<file path="src/rtl/bank_sched.sv">
// -----------------------------------------------------------------------------
// bank_sched
// Round-robin burst scheduler. Up to NR requesters each ask for a burst to one
// of NB banks. One winner at a time is granted; its bank index and burst length
// are captured at selection and the burst runs to completion, driving a one-hot
// bank chip-select on every beat. Arbitration happens in IDLE and again on the
// last beat of a burst, so a waiting requester follows with no idle gap.
//
// Handshake: req[i] is a level request that the requester holds until the
// cycle in which it sees gnt[i] together with last. A request sampled high at
// a rising edge in IDLE (or on a last beat) becomes gnt/beat one cycle later.
// The winner's req_bank/req_len are sampled only at that selecting edge.
//
// Ports
//   clk       sole clock, rising edge
//   rst       asynchronous, active-high reset
//   req       per-requester request level              [NR]
//   req_bank  bank index of requester i at [i*A +: A]  [NR*A]
//   req_len   beats-minus-one of requester i           [NR*LW]
//   gnt       one-hot grant of the active burst        [NR]   (registered)
//   csel      one-hot bank select, 0 if out of range   [NB]   (registered)
//   beat      high on every beat of a burst
//   last      high on the final beat
//   err       pulse on the first beat of an out-of-range burst
//   busy      same as beat
// -----------------------------------------------------------------------------
module bank_sched #(
    parameter int NR = 4,
    parameter int NB = 32,
    parameter int LW = 4,
    localparam int A  = $clog2(NB),
    localparam int PW = $clog2(NR)
) (
    input  logic             clk,
    input  logic             rst,
    input  logic [NR-1:0]    req,
    input  logic [NR*A-1:0]  req_bank,
    input  logic [NR*LW-1:0] req_len,
    output logic [NR-1:0]    gnt,
    output logic [NB-1:0]    csel,
    output logic             beat,
    output logic             last,
    output logic             err,
    output logic             busy
);

    typedef enum logic {
        IDLE  = 1'b0,
        BURST = 1'b1
    } state_t;

    state_t        state;
    logic [PW-1:0] ptr;
    logic [LW-1:0] cnt;

    logic          win_found;
    logic [PW-1:0] win_idx;
    logic [A-1:0]  win_bank;
    logic [LW-1:0] win_len;
    logic          win_in_range;
    logic [PW-1:0] ptr_nxt;
    logic          start;
    int            scan;

    // Round-robin search beginning at ptr and wrapping modulo NR.
    always_comb begin
        win_found = 1'b0;
        win_idx   = '0;
        scan      = 0;
        for (int k = 0; k < NR; k++) begin
            scan = int'(ptr) + k;
            if (scan >= NR) begin
                scan = scan - NR;
            end
            if (!win_found && req[PW'(scan)]) begin
                win_found = 1'b1;
                win_idx   = PW'(scan);
            end
        end
    end

    assign win_bank = req_bank[win_idx*A +: A];
    assign win_len  = req_len[win_idx*LW +: LW];

    // A+1 bits always hold NB because NB <= 2**A.
    assign win_in_range = ({1'b0, win_bank} < (A+1)'(NB));

    // The served requester drops to lowest priority.
    assign ptr_nxt = (win_idx == PW'(NR-1)) ? '0 : win_idx + 1'b1;

    // Arbitration is live in IDLE and on the last beat (cnt == 0) of a burst;
    // mid-burst requests are ignored and leave ptr untouched.
    assign start = win_found && ((state == IDLE) || (cnt == '0));

    always_ff @(posedge clk or posedge rst) begin
        if (rst) begin
            state <= IDLE;
            ptr   <= '0;
            cnt   <= '0;
            gnt   <= '0;
            csel  <= '0;
            beat  <= 1'b0;
            last  <= 1'b0;
            err   <= 1'b0;
        end else if (start) begin
            state <= BURST;
            ptr   <= ptr_nxt;
            cnt   <= win_len;
            gnt   <= NR'(1) << win_idx;
            csel  <= win_in_range ? (NB'(1) << win_bank) : '0;
            beat  <= 1'b1;
            last  <= (win_len == '0);
            err   <= !win_in_range;
        end else if ((state == BURST) && (cnt != '0)) begin
            // gnt and csel hold the captured winner and bank for the burst.
            cnt  <= cnt - 1'b1;
            last <= (cnt == LW'(1));
            err  <= 1'b0;
        end else begin
            state <= IDLE;
            cnt   <= '0;
            gnt   <= '0;
            csel  <= '0;
            beat  <= 1'b0;
            last  <= 1'b0;
            err   <= 1'b0;
        end
    end

    assign busy = beat;

endmodule

</file>
<file path="config.mk">
export PLATFORM = sky130hd
export DESIGN_NAME = bank_sched
export DESIGN_NICKNAME = d
export VERILOG_FILES = /design/src/rtl/bank_sched.sv
export SDC_FILE = /design/constraint.sdc
export NUM_CORES = 1
export LEC_CHECK = 0
export ABC_AREA = 1
export CORE_ASPECT_RATIO = 0.75
export CORE_MARGIN = 10
export CORE_UTILIZATION = 31
export CTS_CLUSTER_SIZE = 24
export DETAILED_ROUTE_END_ITERATION = 10
export MAX_ROUTING_LAYER = met4
export PLACE_DENSITY = 0.68
export SLEW_MARGIN = 10
export SYNTH_ARGS = -nofsm -noshare
export SYNTH_HDL_FRONTEND = slang
export SYNTH_SLANG_ARGS = --single-unit
</file>
<file path="constraint.sdc">
create_clock -name clk -period 2.1 [get_ports clk]
set_clock_uncertainty 0.05 [all_clocks]
set_input_delay 0.315 -clock clk [delete_from_list [all_inputs] [get_ports clk]]
set_output_delay 0.315 -clock clk [all_outputs]
set_load 0.03 [all_outputs]
</file>
==> reports/metrics.cfg <==
[outcome]
status = finished with violations
violations = negative setup slack

[timing]
slew_violations = 0
hold_viol_final = 0
rsz0062_at_grt = yes
min_period_over_period_pct = 111
worst_slack_ns = -0.232
setup_viol = 42
slew_headroom_pct = 62.3
period_needed_ns = 2.33
worstMarginPinSlew_ns = 0.565
fmaxAchievable_ghz = 0.429

[finish]
fillers = 769
num_antenna_cells = 0
utilization_pct = 52.2
syn2layout_area_growth_pct = 60.8
mostFrequentLayoutCells = 145 x nand2_1, 79 x clkdlybuf4s50_1, 43 x dfrtp_1, 39 x nand3_1, 24 x nand2_4
drive_gt1_share_pct = 28.1
layout_commonest_cell = nand2_1
layout.nets = 539

[setup_path]
worstPathMaxFanout = 5
worstPathArrival_ns = 2.51
worst_path_max_delay_cell = dfrtp_2
end_kind = flop
crit_path_start_kind = flop
critPathMostFrequentCell = nand2_4
critPathRequiredTime_ns = 2.28
worstPathCellList = buf_8, nand2_2, nand3_4, nand2_4, nor2_4, nand3_1, nand3_2, nand2_4, buf_4, inv_4, nand2_1, nand2_4, nand2_4, nor2_4, nand3_2, nand2_1
crit_type = reg2reg
max_stage_delay_ns = 0.44

[cts]
clk_pin_slew_worst_paths_ns = 0.06
cts_tree = done
cts-root-buf = clkbuf_16
clock_latency_ns = 0.29
cts-buffers-inserted = 5
cts_max_level = 2
cts.sinks = 44
hold_buffers = 0
clockBufferDepth = 2

[die]
rows = 29
die_h_um = 102
die_x_um = 130
start_util_pct = 32.5
die_area_um2 = 13300
io_pins = 82
fp.coreArea_um2 = 8640

[route]
avgViaCountPerCell = 4.89
drtIter0Drc = 155
routed_wl_um = 9220
drt-pass1-iter-count = 4
dr_total_vias = 2928
drc_errors = 0
wl_per_cell_um = 15.4
postRouteAntennaNets = 0

[yosys]
ys_seq_area_share_pct = 39.2
synthArstFlopShare_pct = 100
yosysWarningCount = 0
syn_area_um2 = 2810
synth_ff_type = dfrtp_1
syn_area_per_cell_um2 = 7.35
synth-edff-count = 0
synth_cells = 382
ys_seq_elements = 44
synth_fp_nets = 431
ys_types = 28

[global_routing]
grt_usage_pct = 14.1
grt_pass1_vias = 2930
grt_pass1_wl_um = 14600
grt_max_degree = 45
grt_overflow = 0
grt_antenna_before_repair = 0

[place]
place.gp.congestion = 0.874
port_buffers = 80
place_hpwl_um = 6560
dpl_worst_slack_ns = -0.430

[job]
cap_violations = 0

[hold_path]
hp-class = reg2reg

synthesized netlist by cell type (4+ instances only):
cell | instances | area [µm²]
nand2_2 | 19 | 119
nand2_4 | 5 | 56.3
inv_2 | 6 | 22.5
nor2_1 | 4 | 15.0
buf_2 | 4 | 20.0
nand3_1 | 62 | 310
dfrtp_1 | 44 | 1100
clkbuf_1 | 4 | 15.0
o21ai_0 | 7 | 35.0
nand2_1 | 164 | 616
buf_4 | 6 | 45.0
nor2_4 | 10 | 113
ha_1 | 7 | 87.6
inv_1 | 20 | 75.1
stage by stage:
| step | TNS [ns] | hold slack, ns | area (µm²) | std cells |
|---|---|---|---|---|
| final | -6.53 | 0.431 | 4510 | 599 |
| after global routing | -11.64 | 0.455 | 4510 | 599 |
| after CTS | -4.25 | 0.437 | 4310 | 595 |
| after detailed placement | -14.37 | 0.416 | 3850 | 579 |
| after global placement | -13.31 | 0.415 | 3850 | 579 |
| after floorplan | 0 | 0.441 | 2810 | 382 |
per-layer routing:
metal	GRT usage, %	up-vias	part of all wire (%)
met2	23.0	77	49
met3	3.26	8	5.0
met4	2.84	0	0.98
li1	-	1436	-
met5	-	-	0
met1	17.7	1407	45
path summary, 6_finish.rpt:
check / start / to / slack (ns) / depth (start not counted)
setup / recovery: ptr[0]$_DFFE_PP0P_ / csel[6]$_DFFE_PP0P_ / -0.23 / 16
hold / removal: csel[1]$_DFFE_PP0P_ / csel[1]$_DFFE_PP0P_ / 0.43 / 2
setup reg to reg: ptr[0]$_DFFE_PP0P_ / csel[6]$_DFFE_PP0P_ / -0.23 / 16
hold reg to reg: csel[1]$_DFFE_PP0P_ / csel[1]$_DFFE_PP0P_ / 0.43 / 2
max in group asynchronous: rst / ptr[0]$_DFFE_PP0P_ / 1.14 / 3
min in group asynchronous: rst / csel[12]$_DFFE_PP0P_ / 0.44 / 3
logic make-up (layout without fill, tap and decap cells):
kind of cell | count (synthesis) | count (layout) | share of synthesized area (%)
DFF | 44 | 44 | 39.2
and+or+nand+nor | 270 | 273 | 46.1
xor gates and xnor gates | 2 | 2 | 0.624
AOI/OAI and AO/OA | 15 | 15 | 3.48
adders and majority gates | 7 | 7 | 3.12
buffers and inverters | 43 | 149 | 7.27
other | 1 | 1 | 0.134
timing repair:
item | 4_1_cts | 5_1_grt
endpoints found under the setup margin | 40 | 44
gates cloned | 6 | 1
buffers inserted | 2 | 3
resized for setup | 50 | 43
pin swaps | 20 | 19
sequential cells by signal, summed over array words and instances (netlist names):
signal  count
last        1
ptr         2
gnt         4
csel       32
cnt         4
state       1
layout make-up:
cell class	instances	area, µm²	area share, %
sequential	44	1100	24.4
timing repair buffer	113	1110	24.7
tap	108	135	3.00
clock buffer	6	139	3.08
timing repair inverter	1	7.51	0.166
inverter	27	113	2.50
clock inverter	2	38.8	0.860
multi-input combinational	298	1860	41.3
worst max-delay path, delay by kind of cell, from the launching register on:
| family | cells | cell delay (ns) |
|---|---|---|
| AND/OR/NAND/NOR | 13 | 1.37 |
| flip-flops | 1 | 0.44 |
| buffers and inverters | 3 | 0.40 |
Power is not shown: default switching activity piles up to over one toggle a cycle in this logic, so the estimate is an artifact.
==> patch, RTL diff (same flow settings) <==
`LW`: 4 -> 6.
--- a/src/rtl/bank_sched.sv
+++ b/src/rtl/bank_sched.sv
@@ -28,5 +28,5 @@
     parameter int NR = 4,
     parameter int NB = 32,
-    parameter int LW = 4,
+    parameter int LW = 6,
     localparam int A  = $clog2(NB),
     localparam int PW = $clog2(NR)
Interface: changed (resized req_len); port bits go from 82 to 90. No check against the original RTL was run, so the function may have changed too.
==> patch against the original RTL <==
  * The run still ends with negative setup slack left
  * Sequential cell count rose by 2
  * Cell area up 15%
  * Worst setup slack worse by 0.047 ns
  * Wire length is 19% higher
  * Synthesized area is 2.9% higher
  * Critical path depth is 1 lower
  * Utilization rose by 5.2 points
  * Die area up 2.4%
  * Highest routed layer unchanged
Power is left out: it rests on default switching activity, and per cell area and clock period it moved more than threefold.
==> patch: results (changes against the original RTL) <==
* Status: finished, violations left
* Violated checks: negative setup slack
- Number of H-tree levels: 2 (unchanged)
* Fraction of registers with async set/reset: 100% (unchanged)
- Number of vias after detailed routing: 3341 (+14%)
* Total routed wire length on the met1 layer: 4.82 mm (+16%)
- Routed signal wires occupy layers up through met4.
* Routability-driven placement congestion ratio: 0.940 (+7.6%)
* Share of the yosys chip area belonging to registers: 39.9% (+0.65 points)
- Largest stage delay, worst path: 0.49 ns (+0.05 ns)
* Met3 routed wirelength: 636 um (+39%)
* Slowest CP cell: dfrtp_2
* Wire length of the first global-routing pass: 17.3 mm (+18%)
- Starting DRC count in detailed routing: 229 (+48%)
- The kind of cell with the highest combined delay along the critical path is simple AND/OR/NAND/NOR gates.
- Top post-synthesis cells by count: nand2_1, nand3_1, dfrtp_1
* Post-CTS Repair Setup Buffers: 17 (+15)
- Initial antenna violation count: 0 (unchanged)
- Clock tree synthesis selected as its root buffer the cell clkbuf_16.
* Placed Cells: 636 (+9.8%)
- Estimated wirelength of the detail-placed design: 7.14 mm (+8.8%)
- The tightest min-delay check is of the primary input to async pin type.
- The number of cells upsized or downsized after cts was 113 (+130%).
* Total Negative Setup Slacks: -8.58 ns (-2.05 ns)
* Leading registers by flop count: csel x32, cnt x6, gnt x4
- The number of port buffers is 88 (+10%).
- Post-DR wirelength/cell: 16.3 um (+5.7%)
- Largest cells by area after synthesis: dfrtp_1, nand2_1, nand3_1
- After clock tree synthesis, the clock-pin slew on the worst setup and hold paths is 0.07 ns.
- The clock latency on the worst-skew pair came to 0.29 ns (about the same).
* Least setup slack across all paths after layout: -0.279 ns (-0.0466 ns)
- The count of endpoints failing setup in the final report was 44 (+4.8%).
- Number of global-route vias before repair: 3375 (+15%)
- The pin count of the biggest net entering global routing is 31 (-31%).
- The met2 wire length came to 5.22 mm (+16%).
- The CTS buffer count is 5 (unchanged).
* GR Util met3: 3.09% (-0.17 points)
- The ratio of cells with drive above 1 in the final layout came to 37.6% (+9.5 points).
- The global-route total usage across every layer was 15.3% (+1.2 points).
- Destination of the critical timing path: csel[12]
- Synthesized net count: 461 (+7.0%)
* Count of cells along the worst register-to-register path: 15 (-1)
* Number of standard cells in the layout, taps in and fillers out: 673 (+12%)
- Instance count of the mapped netlist: 404 (+5.8%)
- The peak fanout along the critical path came to 7 (+2).
- Worst setup path startpoint: ptr[0]
- Global-route met1 utilization: 19.0% (+1.3 points)
- GR Layer Usage met2: 24.4% (+1.4 points)
- Count of nets after finishing: 601 (+12%)
patch: per-stage QoR:
step | worst slack, ns | hold WS (ns) | instance area (um^2)
floorplan | 0.0431 | 0.421 | 2890
global placement | -0.500 | 0.412 | 4120
global route | -0.423 | 0.321 | 5190
CTS | -0.175 | 0.300 | 4920
detailed placement | -0.527 | 0.419 | 4120
finish | -0.279 | 0.292 | 5190
patch: kinds of logic after synthesis:
| logic type | count (synthesis) | share of synthesized area (%) |
|---|---|---|
| fa+ha+maj | 7 | 3.03 |
| compound gates | 22 | 5.24 |
| simple gates | 278 | 42.8 |
| flops | 46 | 39.9 |
| other cells | 1 | 0.130 |
| xor+xnor | 3 | 0.910 |
| buf+inv | 47 | 7.98 |
patch: final cells by class:
class	instances	area, um^2
repair buffers	144	1460
fillers	781	3850
inverters	30	133
clock inverters	3	23.8
well taps	128	160
repair inverters	2	12.5
flip-flops and latches	46	1150
clock buffers	5	125
multi-input cells	315	2130
